<file path="config.mk">
export PLATFORM = sky130hd
export DESIGN_NAME = imem_loader
export DESIGN_NICKNAME = d
export VERILOG_FILES = /design/src/rtl/imem_loader_pkg.sv /design/src/rtl/uart_rx_byte.sv /design/src/rtl/imem_loader.sv
export SDC_FILE = /design/constraint.sdc
export NUM_CORES = 1
export LEC_CHECK = 0
export CAP_MARGIN = 20
export CORE_MARGIN = 4
export CORE_UTILIZATION = 45
export DETAILED_ROUTE_END_ITERATION = 16
export GPL_TIMING_DRIVEN = 0
export PLACE_DENSITY = 0.66
export SETUP_SLACK_MARGIN = 0.02
export SLEW_MARGIN = 30
export SYNTH_ARGS = -nofsm -noshare
export SYNTH_HDL_FRONTEND = slang
export SYNTH_SLANG_ARGS = --single-unit
</file>
<file path="constraint.sdc">
create_clock -name clk -period 2.6 [get_ports clk]
set_input_delay 0.52 -clock clk [delete_from_list [all_inputs] [get_ports clk]]
set_output_delay 0.52 -clock clk [all_outputs]
set_load 0.01 [all_outputs]
</file>
<file path="src/rtl/imem_loader_pkg.sv">
// Shared types and constants for the serial instruction-memory loader.
// Optional checksum verification is enabled by defining IMEM_LOADER_CHECKSUM_EN.
package imem_loader_pkg;

  typedef enum logic [2:0] {
    SYNC,
    CNT_LO,
    CNT_HI,
    DATA,
    CSUM,
    DONE,
    ERR
  } loader_state_t;

  typedef enum logic [1:0] {
    RX_IDLE,
    RX_START,
    RX_DATA,
    RX_STOP
  } rx_state_t;

  localparam logic [7:0] LOADER_SYNC_BYTE = 8'hA5;

endpackage

</file>
<file path="src/rtl/uart_rx_byte.sv">
// 8N1 UART byte receiver, LSB first, with a double-flopped input and glitch
// rejection on the start bit; reports each byte as valid or stop-bit error.
module uart_rx_byte
  import imem_loader_pkg::*;
#(
  parameter int CLKS_PER_BIT = 434
) (
  input  logic       clk,
  input  logic       reset,
  input  logic       rx,
  output logic       byte_valid,
  output logic [7:0] byte_data,
  output logic       byte_err
);

  localparam int CW = $clog2(CLKS_PER_BIT + 1);
  localparam logic [CW-1:0] HALF_LAST = CW'(CLKS_PER_BIT / 2 - 1);
  localparam logic [CW-1:0] BIT_LAST  = CW'(CLKS_PER_BIT - 1);

  rx_state_t     state, state_next;
  logic [CW-1:0] cnt, cnt_next;
  logic [2:0]    bit_idx, bit_idx_next;
  logic [7:0]    shift, shift_next;
  logic          valid_next, err_next;
  logic          rx_meta, rx_sync, rx_prev;

  // NOTE: sequential state uses non-blocking assignments so every register
  // samples the pre-edge values of the others, independent of statement order.
  // The synchronizer resets to the idle (high) level so reset release never
  // looks like a start-bit edge.
  always_ff @(posedge clk or negedge reset) begin
    if (!reset) begin
      rx_meta    <= 1'b1;
      rx_sync    <= 1'b1;
      rx_prev    <= 1'b1;
      state      <= RX_IDLE;
      cnt        <= '0;
      bit_idx    <= '0;
      shift      <= '0;
      byte_valid <= 1'b0;
      byte_err   <= 1'b0;
    end else begin
      rx_meta    <= rx;
      rx_sync    <= rx_meta;
      rx_prev    <= rx_sync;
      state      <= state_next;
      cnt        <= cnt_next;
      bit_idx    <= bit_idx_next;
      shift      <= shift_next;
      byte_valid <= valid_next;
      byte_err   <= err_next;
    end
  end

  // NOTE: every combinational output gets a default first, so no path through
  // the case statement can leave a value unassigned and infer a latch.
  always_comb begin
    state_next   = state;
    cnt_next     = cnt;
    bit_idx_next = bit_idx;
    shift_next   = shift;
    valid_next   = 1'b0;
    err_next     = 1'b0;
    unique case (state)
      RX_IDLE: begin
        if (rx_prev && !rx_sync) begin
          state_next = RX_START;
          cnt_next   = '0;
        end
      end
      RX_START: begin
        if (cnt == HALF_LAST) begin
          cnt_next     = '0;
          bit_idx_next = '0;
          state_next   = rx_sync ? RX_IDLE : RX_DATA;
        end else begin
          cnt_next = cnt + 1'b1;
        end
      end
      RX_DATA: begin
        if (cnt == BIT_LAST) begin
          cnt_next   = '0;
          shift_next = {rx_sync, shift[7:1]};
          if (bit_idx == 3'd7) state_next = RX_STOP;
          else                 bit_idx_next = bit_idx + 3'd1;
        end else begin
          cnt_next = cnt + 1'b1;
        end
      end
      RX_STOP: begin
        if (cnt == BIT_LAST) begin
          cnt_next   = '0;
          state_next = RX_IDLE;
          valid_next = rx_sync;
          err_next   = !rx_sync;
        end else begin
          cnt_next = cnt + 1'b1;
        end
      end
      default: state_next = RX_IDLE;
    endcase
  end

  assign byte_data = shift;

endmodule

</file>
<file path="src/rtl/imem_loader.sv">
// Framed serial program loader: writes 32-bit words into instruction memory and
// releases the core after a good image. Define IMEM_LOADER_CHECKSUM_EN to verify the checksum.
module imem_loader
  import imem_loader_pkg::*;
#(
  parameter int          CLKS_PER_BIT = 434,
  parameter logic [31:0] BASE_ADDR    = 32'h0,
  parameter int          MAX_WORDS    = 256
) (
  input  logic        clk,
  input  logic        reset,
  input  logic        rx,
  output logic        im_wr_en,
  output logic [31:0] im_wr_addr,
  output logic [31:0] im_wr_data,
  output logic        core_enable,
  output logic        core_reset,
  output logic        load_done,
  output logic        load_err
);

  localparam logic [16:0] MAX_N = 17'(MAX_WORDS);

  loader_state_t state, state_next;
  logic          byte_valid, byte_err;
  logic [7:0]    byte_data;
  logic [7:0]    count_lo;
  logic [15:0]   count, word_idx, count_rx;
  logic [1:0]    byte_idx;
  logic [23:0]   word_buf;
  logic          is_sync;
`ifdef IMEM_LOADER_CHECKSUM_EN
  logic [7:0]    csum;
`endif

  uart_rx_byte #(.CLKS_PER_BIT(CLKS_PER_BIT)) u_rx (
    .clk        (clk),
    .reset      (reset),
    .rx         (rx),
    .byte_valid (byte_valid),
    .byte_data  (byte_data),
    .byte_err   (byte_err)
  );

  assign is_sync  = byte_valid && (byte_data == LOADER_SYNC_BYTE);
  assign count_rx = {byte_data, count_lo};

  always_ff @(posedge clk or negedge reset) begin
    if (!reset) state <= SYNC;
    else        state <= state_next;
  end

  always_comb begin
    state_next = state;
    unique case (state)
      SYNC, DONE, ERR: if (is_sync) state_next = CNT_LO;
      CNT_LO: begin
        if (byte_err)        state_next = ERR;
        else if (byte_valid) state_next = CNT_HI;
      end
      CNT_HI: begin
        if (byte_err) state_next = ERR;
        else if (byte_valid) begin
          if ({1'b0, count_rx} > MAX_N) state_next = ERR;
          else if (count_rx == 16'd0)   state_next = CSUM;
          else                          state_next = DATA;
        end
      end
      DATA: begin
        if (byte_err) state_next = ERR;
        else if (byte_valid && byte_idx == 2'd3 && word_idx + 16'd1 == count)
          state_next = CSUM;
      end
      CSUM: begin
        if (byte_err) state_next = ERR;
        else if (byte_valid) begin
`ifdef IMEM_LOADER_CHECKSUM_EN
          state_next = (byte_data == csum) ? DONE : ERR;
`else
          state_next = DONE;
`endif
        end
      end
      default: state_next = SYNC;
    endcase
  end

  // Bytes arrive LSB-first into the top of word_buf, so after three shifts
  // byte 0 sits in [7:0] and the fourth byte completes the word on top.
  always_ff @(posedge clk or negedge reset) begin
    if (!reset) begin
      im_wr_en   <= 1'b0;
      im_wr_addr <= '0;
      im_wr_data <= '0;
      count_lo   <= '0;
      count      <= '0;
      word_idx   <= '0;
      byte_idx   <= '0;
      word_buf   <= '0;
    end else begin
      im_wr_en <= 1'b0;
      if (byte_valid) begin
        unique case (state)
          SYNC, DONE, ERR: begin
            if (is_sync) begin
              count_lo <= '0;
              count    <= '0;
              word_idx <= '0;
              byte_idx <= '0;
            end
          end
          CNT_LO: count_lo <= byte_data;
          CNT_HI: count    <= count_rx;
          DATA: begin
            byte_idx <= byte_idx + 2'd1;
            if (byte_idx == 2'd3) begin
              im_wr_en   <= 1'b1;
              im_wr_addr <= BASE_ADDR + {14'b0, word_idx, 2'b00};
              im_wr_data <= {byte_data, word_buf};
              word_idx   <= word_idx + 16'd1;
            end else begin
              word_buf <= {byte_data, word_buf[23:8]};
            end
          end
          default: ;
        endcase
      end
    end
  end

`ifdef IMEM_LOADER_CHECKSUM_EN
  always_ff @(posedge clk or negedge reset) begin
    if (!reset) csum <= '0;
    else if (is_sync && (state == SYNC || state == DONE || state == ERR))
      csum <= '0;
    else if (byte_valid && (state == CNT_LO || state == CNT_HI || state == DATA))
      csum <= csum ^ byte_data;
  end
`endif

  assign load_done   = (state == DONE);
  assign core_reset  = (state == DONE);
  assign core_enable = (state == DONE);
  assign load_err    = (state == ERR);

endmodule
</file>
==> flow_summary.toml, run 1 <==
[run_status]
outcome = "completed"

[floorplanning]
initial_core_util_pct = 46.2
die_h_um = 131
die_w_um = 131
core-area_mm2 = 0.0146
io_pins = 72
row_count = 44
die_area_mm2 = 0.0170

[timing]
rsz0062_at_grt = "true"
setup_ws_ns = 0.0983
final.setup_skew_ns = 0.00806
maxSlewHeadroom_pct = 54.5
fin_crit_ns = 2.50
period_share_pct = 96.2
max_freq_mhz = 400
worst_pin_slew_ns = 0.680
finalHoldViolCount = 0
setup_viol_count_final = 0
finalMaxSlewViolations = 0

[global_route]
top_usage_layer = "met2"
met3_usage_pct = 4.88
antenna_found_initial = 0
grt_pass1_vias = 5055
grt_use_total_pct = 18.6
use_met1_pct = 25.2
grt_pass1_wl_um = 25100
use_met2_pct = 28.9
grt_overflow = 0
grt_start_max_net_pins = 74

[pwr]
p_per_area_mw_per_mm2 = 601
leakage_nw = 4.06
ir_worst_vdd_v = 0.000435
p_total_w = 0.00497

[finish]
diodes = 0
multi_input_area_mm2 = 0.00286
area_delta_synth_final_pct = 22.4
ff_latch_area_mm2 = 0.00363
stdcell_count = 950
num-fill-cells = 1263
design_area_mm2 = 0.00827
fin_nets = 763
drive_above_1_share_pct = 17.2

[routing]
drc = 0
drt_first_pass_iters = 5
num_vias = 5182
postRouteAntennaNets = 0
vias_per_cell = 5.45
post_drt_wl_per_cell_um = 16.0
drt_iter0_drc = 336
drt_wl_total_um = 15200

[critical_path]
worstSetupPathType = "reg2out"
worstPathArrival_ns = 1.98
end_kind = "output pin"
crit_required_ns = 2.08
cp_max_fo = 10
worstSetupStartpointType = "flip-flop"

[yosys]
synth_edf_count = 0
ys_types = 63
synth.ff_latch_count = 145
synth_top_area_share_pct = 52.6
synthFlopType = "dfrtp_1"
synthCells = 661
yosysWarnings = 0
synth_area_per_cell_um2 = 10.2
netlist_area_mm2 = 0.00676
synth_area_leader_cell = "dfrtp_1"
ys_async_sr_fraction_pct = 100
ys_seq_area_share_pct = 53.7
synthTopCellsByArea = "dfrtp_1, nand2_1, mux2_2"

[run]
maxCapViolCount = 0

[clock_network]
insertion_delay_ns = 0.42
clkTransAtPathRegs_ns = 0.06
cts_root_buf = "clkbuf_16"
cts_buffer_depth = 2
cts_tree = "done"
clock-sinks = 145
cts_buffers = 17
h-tree-depth = 4

[min_path]
hold_class = "in2async"

[placement]
placed_area_mm2 = 0.00763
port_buffers = 55
gp_congestion = 0.882
dp_hpwl_um = 10500
place_ws_ns = -0.0833
placed_cells = 916
==> critical path, stage by stage, from the launching register on <==
cell             delay (ns)
dfrtp_1                0.39
clkbuf_1               0.34
and3_1                 0.28
clkdlybuf4s50_1        0.55
==> cell usage after synthesis (5+ instances only) <==
| master | n |
|---|---|
| and2_1 | 5 |
| and3_1 | 10 |
| mux2_2 | 33 |
| xnor2_1 | 16 |
| nor2_1 | 21 |
| a21oi_1 | 16 |
| o41ai_1 | 6 |
| nor4_1 | 5 |
| buf_4 | 19 |
| nor2b_1 | 8 |
| a22o_1 | 27 |
| inv_1 | 13 |
| nand2_1 | 162 |
| o21ai_0 | 40 |
| clkbuf_1 | 18 |
| nand3_1 | 16 |
| o31ai_1 | 12 |
| dfrtp_1 | 142 |
| buf_2 | 11 |
| ha_1 | 7 |
| nand4_1 | 8 |
==> layer usage <==
layer	vias up	routed length [um]
met5	-	0
met4	0	191
met3	17	630
met2	137	7270
met1	2572	7100
li1	2456	-
==> cells by family after synthesis <==
| logic type | synth area share (%) |
|---|---|
| adders and majority gates | 1.30 |
| muxes | 5.65 |
| DFF | 53.7 |
| buffers and inverters | 5.09 |
| and+or+nand+nor | 18.7 |
| AOI/OAI and AO/OA | 12.9 |
| xor gates and xnor gates | 2.59 |
| other | 0.0555 |
==> flip-flops by register name, summed over array words and instances (netlist names), named ones only <==
name             count
im_wr_data          32
word_buf            24
count               16
im_wr_addr          16
word_idx            16
u_rx.cnt             9
count_lo             8
u_rx.byte_data       8
state                3
u_rx.bit_idx         3
byte_idx             2
im_wr_en             1
u_rx.byte_err        1
u_rx.byte_valid      1
u_rx.rx_meta         1
u_rx.rx_prev         1
u_rx.rx_sync         1
u_rx.state           1
==> path summary, 6_finish.rpt <==
kind	start	to	slack, ns	cells after the start
max in group asynchronous	reset	im_wr_data[6]	1.78	2
min	reset	im_wr_addr[7]	0.07	1
max reg2reg	u_rx.byte_valid	im_wr_data[4]	0.16	7
max	state[1]	load_err	0.1	3
min in group clk	u_rx.rx_meta	u_rx.rx_sync	0.36	0
min reg2reg	u_rx.rx_meta	u_rx.rx_sync	0.36	0
==> per-stage QoR <==
step | hold WS (ns) | util, % | TNS [ns]
final | 0.0718 | 56.5 | 0
after global routing | 0.103 | 56.5 | 0
after CTS | 0.0845 | 56.2 | 0
after detailed placement | 0.349 | 52.1 | -0.175
after global placement | 0.350 | 51.9 | -655.04
after floorplan | 0.224 | - | 0
==> placed cells by master (no fill, tap or decap), drive strengths merged, types with 4 or more instances in the layout <==
cell / n
nand2: 163
dfrtp: 142
clkdlybuf4s50: 52
o21ai: 42
buf: 37
clkbuf: 36
mux2: 33
a22o: 28
nor2: 22
inv: 20
nand3: 17
xnor2: 16
conb: 16
a21oi: 16
o31ai: 12
and3: 10
nor2b: 9
nand4: 9
ha: 7
nor4: 7
o41ai: 6
and2: 5
nor3: 5
clkinvlp: 4
xor2: 4
==> power breakdown <==
part           total (W)  internal, W  leakage [nW]  switching [W]
sequential       0.00236      0.00231          2.00      0.0000589
combinational   0.000241    0.0000970          1.78       0.000144
clock            0.00237      0.00137         0.280       0.000994
total            0.00497      0.00377          4.06        0.00120
==> what timing repair did <==
action,CTS,global route
hold buffers,0,0
endpoints found under the hold margin,0,0
buffers inserted,1,1
pin swaps,1,1
resized for setup,5,13
endpoints found under the setup margin,6,28
==> layout make-up <==
type	count	share of cell area (%)
buffer	51	3.63
sequential	145	43.9
inverter	14	0.681
tap	184	2.78
multi-input combinational	466	34.6
clock buffer	18	5.31
clock inverter	14	1.74
timing repair buffer	58	7.29
No activity file was read; power rests on OpenSTA's default activity.
==> run 2: changes to the inputs <==
Settings changed: SLEW_MARGIN 30 to not set.
==> run 2 against run 1 <==
Setup slack worse by 0.0036 ns; largest cell class unchanged; highest routed layer unchanged; critical path depth unchanged; final cell count is the same; die area unchanged; non-clock buffer count unchanged; sequential share of layout area is essentially flat; count of clock-buffer cells in the layout stayed put; maximum frequency shrank 0.14%; global-route usage did not move; first-iteration DRC count shrank 0.30%; power is essentially flat.
==> flow_summary.toml, run 2 (same netlist as run 1, synthesis figures left out) <==
[run_status]
outcome = "completed"

[finish]
largest_reg_flops = 32
final_common_cell = "nand2_1"
largest-register = "im_wr_data"
final_cell_mix = "nand2_1, dfrtp_1, clkdlybuf4s50_1"
stdcell_count = 950
drive_above_1_share_pct = 17.1
reg_top3 = "im_wr_data x32, word_buf x24"
area_delta_synth_final_pct = 22.2
num-fill-cells = 1266
diodes = 0
fin_nets = 763

[clock_network]
clock-sinks = 145
cts_buffer_depth = 2
cts_root_buf = "clkbuf_16"
insertion_delay_ns = 0.42
h-tree-depth = 4
ctsHoldBuffers = 0
cts_tree = "done"
cts_buffers = 17
clkTransAtPathRegs_ns = 0.06

[timing]
setup_viol_count_final = 0
max_freq_mhz = 399
finalMaxSlewViolations = 0
worst_pin_slew_ns = 0.932
maxSlewHeadroom_pct = 37.5
final.setup_skew_ns = 0.00883
finalHoldViolCount = 0
rsz0062_at_grt = "true"
period_share_pct = 96.4
fin_crit_ns = 2.51
setup_tns_ns = 0

[routing]
vias_per_cell = 5.46
drt_wl_total_um = 15200
post_drt_wl_per_cell_um = 16.0
drc = 0
postRouteAntennaNets = 0
drt_iter0_drc = 335
num_vias = 5188
drt_first_pass_iters = 5

[critical_path]
r2r_setup_slack_ns = 0.17
cp_max_fo = 10
worstSetupPathType = "reg2out"
slowest_stage = "clkdlybuf4s50_1"
crit_chain = "clkbuf_1 -> and3_1 -> clkdlybuf4s50_1"
r2r-start = "u_rx.byte_valid"
worstPathArrival_ns = 1.99
crit_required_ns = 2.08
r2r_end = "im_wr_data[4]"
worstSetupStartpointType = "flip-flop"
r2r_cells = 7
end_kind = "output pin"
critical-path-max-stage-delay_ns = 0.55

[global_route]
grt_start_max_net_pins = 74
antenna_found_initial = 0
grt_pass1_vias = 5055
grt_use_total_pct = 18.6
grt_pass1_wl_um = 25100
grt_overflow = 0

[pwr]
leakage_nw = 4.06
ir_worst_vdd_v = 0.000433
p_per_area_mw_per_mm2 = 601
p_total_w = 0.00497

[floorplanning]
row_count = 44
die_w_um = 131
die_h_um = 131
io_pins = 72
core-area_mm2 = 0.0146
die_area_mm2 = 0.0170
initial_core_util_pct = 46.2

[placement]
placed_cells = 916
port_buffers = 55
dp_hpwl_um = 10500
gp_congestion = 0.882

[run]
maxCapViolCount = 0

[min_path]
hold_class = "in2async"
==> run 2: power breakdown <==
group          total, W  internal [W]  switching, W
sequential      0.00236       0.00231     0.0000584
combinational  0.000239     0.0000957      0.000143
clock           0.00237       0.00137      0.000993
total           0.00497       0.00377       0.00120
==> run 2: per-stage QoR <==
step / setup slack (ns) / hold WS, ns / area [um2] / util [%]
floorplan: 0.515 / 0.224 / 6820 / -
CTS: 0.0249 / 0.146 / 8220 / 56.2
finish: 0.0947 / 0.129 / 8260 / 56.4
global placement: -4.57 / 0.350 / 7600 / 51.9
global route: 0.00398 / 0.172 / 8260 / 56.4
detailed placement: -0.0833 / 0.349 / 7620 / 52.1
==> run 2: critical path, delay by kind of cell, from the launching register on <==
family	cells	cell delay, ns
buffers and inverters	2	0.89
flip-flops	1	0.39
AND/OR/NAND/NOR	1	0.28
==> run 2: worst max-delay path by stage <==
stage / start / to / slack [ns] / cells past startpoint
5_1_grt: word_idx[0] / state[1] / 0.004 / 8
3_5_place_dp: word_idx[0] / state[1] / -0.08 / 8
2_1_floorplan: word_idx[0] / state[1] / 0.52 / 8
6_report: state[1] / load_err / 0.09 / 3
3_3_place_gp: reset / im_wr_data[16] / -4.57 / 1
4_1_cts: u_rx.byte_valid / word_idx[2] / 0.02 / 7
==> run 2: metal layers <==
metal  track usage [%]  wire length [um]
met5                 0                 0
met4              7.14               212
met3              4.88               678
met2              28.9              7240
met1              25.2              7040
==> run 2: what timing repair did <==
action	4_1_cts	5_1_grt
setup buffers	1	1
endpoints found under the setup margin	6	28
gates resized for setup	5	13
pin swaps	1	1
==> run 2: area by class of cell <==
type | count | area, um2 | area share [%]
Buffer | 51 | 300 | 3.63
Clock inverter | 14 | 144 | 1.74
Tap cell | 184 | 230 | 2.79
Clock buffer | 18 | 439 | 5.32
Sequential cell | 145 | 3630 | 44.0
Timing Repair Buffer | 58 | 599 | 7.25
Multi-Input combinational cell | 466 | 2860 | 34.6
Inverter | 14 | 56.3 | 0.682
==> run 3: changes to the inputs <==
Clock period 2.6 ns to 2.75 ns, I/O delays scaled along.
==> run 3 against run 2 <==
Critical path type unchanged; register-to-register slack improved by 0.02 ns; final cell count decreased by 0.11%; utilization is 0.17 points lower; count of clock-buffer cells in the layout stayed put; global-route usage is 0.060 points lower; via count rose by 0.15%; flip-flop and latch count unchanged; largest cell class unchanged.
==> flow_summary.toml, run 3 (same netlist as run 1, synthesis figures left out) <==
[run_status]
outcome = "completed"

[floorplanning]
initial_core_util_pct = 46.2
row_count = 44
die_area_mm2 = 0.0170
io_pins = 72
die_h_um = 131
core-area_mm2 = 0.0146
die_w_um = 131

[critical_path]
cp_common_cell = "buf_4"
critical-path-max-stage-delay_ns = 0.52
cp_top_family = "buffers and inverters"
r2r_cells = 8
r2r_end = "state[1]"
slowest_stage = "clkdlybuf4s50_1"
r2r_setup_slack_ns = 0.19
worstSetupPathType = "reg2out"
worstPathArrival_ns = 2.06
crit_chain = "clkbuf_4 -> nor2b_1 -> buf_4 -> nand2_2 -> inv_2 -> buf_4 -> clkdlybuf4s50_1"
end_kind = "output pin"
cp_max_fo = 10
worstSetupStartpointType = "flip-flop"
cp_num_buf_inv = 5
crit_required_ns = 2.20
r2r-start = "word_idx[0]"

[timing]
period_share_pct = 94.8
setup_viol_count_final = 0
max_freq_mhz = 383
finalMaxSlewViolations = 0
fin_crit_ns = 2.61
whs_ns = 0.158
maxSlewHeadroom_pct = 36.7
finalHoldViolCount = 0
setup_ws_ns = 0.142
worst_pin_slew_ns = 0.944
final.setup_skew_ns = 0.00804

[placement]
placed_area_mm2 = 0.00762
port_buffers = 55
gp_congestion = 0.882
place_ws_ns = 0.0667
dp_hpwl_um = 10500

[pwr]
p_int_w = 0.00357
p_total_w = 0.00470
pwr-share-comb_pct = 4.8
p_sw_share_pct = 24.0
ir_worst_vdd_v = 0.000409
pwr-share-clk_pct = 47.6
leakage_nw = 4.01
power_switching_w = 0.00113
p_per_area_mw_per_mm2 = 570
seq_power_share_pct = 47.6

[routing]
num_vias = 5196
vias_per_cell = 5.48
drc = 0
drt_wl_total_um = 15100
drt_iter0_drc = 359
drt_first_pass_iters = 5
post_drt_wl_per_cell_um = 15.9
postRouteAntennaNets = 0

[finish]
design_area_mm2 = 0.00824
largest_reg_flops = 32
area_delta_synth_final_pct = 21.9
diodes = 0
final_common_cell = "nand2_1"
drive_above_1_share_pct = 16.3
fin_nets = 762
reg_top3 = "im_wr_data x32, word_buf x24"
final_cell_mix = "nand2_1, dfrtp_1, clkdlybuf4s50_1"
post-route-util_pct = 56.2
largest-register = "im_wr_data"

[clock_network]
cts_buffer_depth = 2
cts_tree = "done"
cts_root_buf = "clkbuf_16"
clock-sinks = 145
insertion_delay_ns = 0.42
cts_buffers = 17
clkTransAtPathRegs_ns = 0.06
h-tree-depth = 4

[global_route]
grt_use_total_pct = 18.6
grt_pass1_wl_um = 25000
grt_start_max_net_pins = 74
antenna_found_initial = 0
grt_pass1_vias = 5032
grt_overflow = 0

[min_path]
hold_class = "in2async"

[run]
maxCapViolCount = 0
==> run 3: power by group through the flow <==
| stage | clock [W] | sequential, W | combinational [W] |
|---|---|---|---|
| CTS | 0.00229 | 0.00223 | 0.000230 |
| global route | 0.00238 | 0.00224 | 0.000265 |
| global placement | 0 | 0.00227 | 0.000215 |
| finish | 0.00224 | 0.00224 | 0.000225 |
| detailed placement | 0 | 0.00227 | 0.000231 |
| floorplan | 0 | 0.00226 | 0.000151 |
==> run 3: layout make-up <==
type	count	area, um2
Fill cell	1272	6410
Multi-Input combinational cell	466	2850
Inverter	14	52.6
Tap cell	184	230
Sequential cell	145	3630
Timing Repair Buffer	57	587
Buffer	51	298
Clock inverter	14	144
Clock buffer	18	439
==> run 3: metrics by stage <==
stage	std cells	TNS, ns
5_1_grt	949	-0.00706
4_1_cts	948	0
2_1_floorplan	676	0
3_3_place_gp	915	-637.57
3_5_place_dp	916	0
6_report	949	0
==> run 3: what timing repair did <==
action | CTS | global route
hold buffers | 0 | 0
setup endpoints to repair | 2 | 7
setup buffers | 0 | 1
pin swaps | 0 | 0
hold endpoints to repair | 0 | 0
gates resized for setup | 1 | 8
==> run 3: worst max path at each step <==
stage                            from             end  depth (start not counted)
final                        state[2]      core_reset                          7
after global routing         state[2]      core_reset                          7
after CTS                 word_idx[0]        state[1]                          8
after detailed placement  word_idx[0]        state[1]                          8
after global placement          reset  im_wr_data[16]                          1
after floorplan           word_idx[0]        state[1]                          8
==> run 3: worst reg2reg max path, delay by kind of cell, from the launching register on <==
family          cells  cell delay (ns)
compound gates      2             0.44
fa+ha+maj           1             0.33
simple gates        5             1.18
flops               1             0.48
==> run 3: layer usage <==
| layer | routed length [um] | part of all wire [%] | GRT usage (%) | vias up |
|---|---|---|---|---|
| met3 | 633 | 4.2 | 4.80 | 20 |
| met2 | 7220 | 48 | 28.8 | 142 |
| met4 | 215 | 1.4 | 7.02 | 0 |
| met5 | 0 | 0 | 0 | - |
| met1 | 7050 | 47 | 25.2 | 2578 |
| li1 | - | - | - | 2456 |
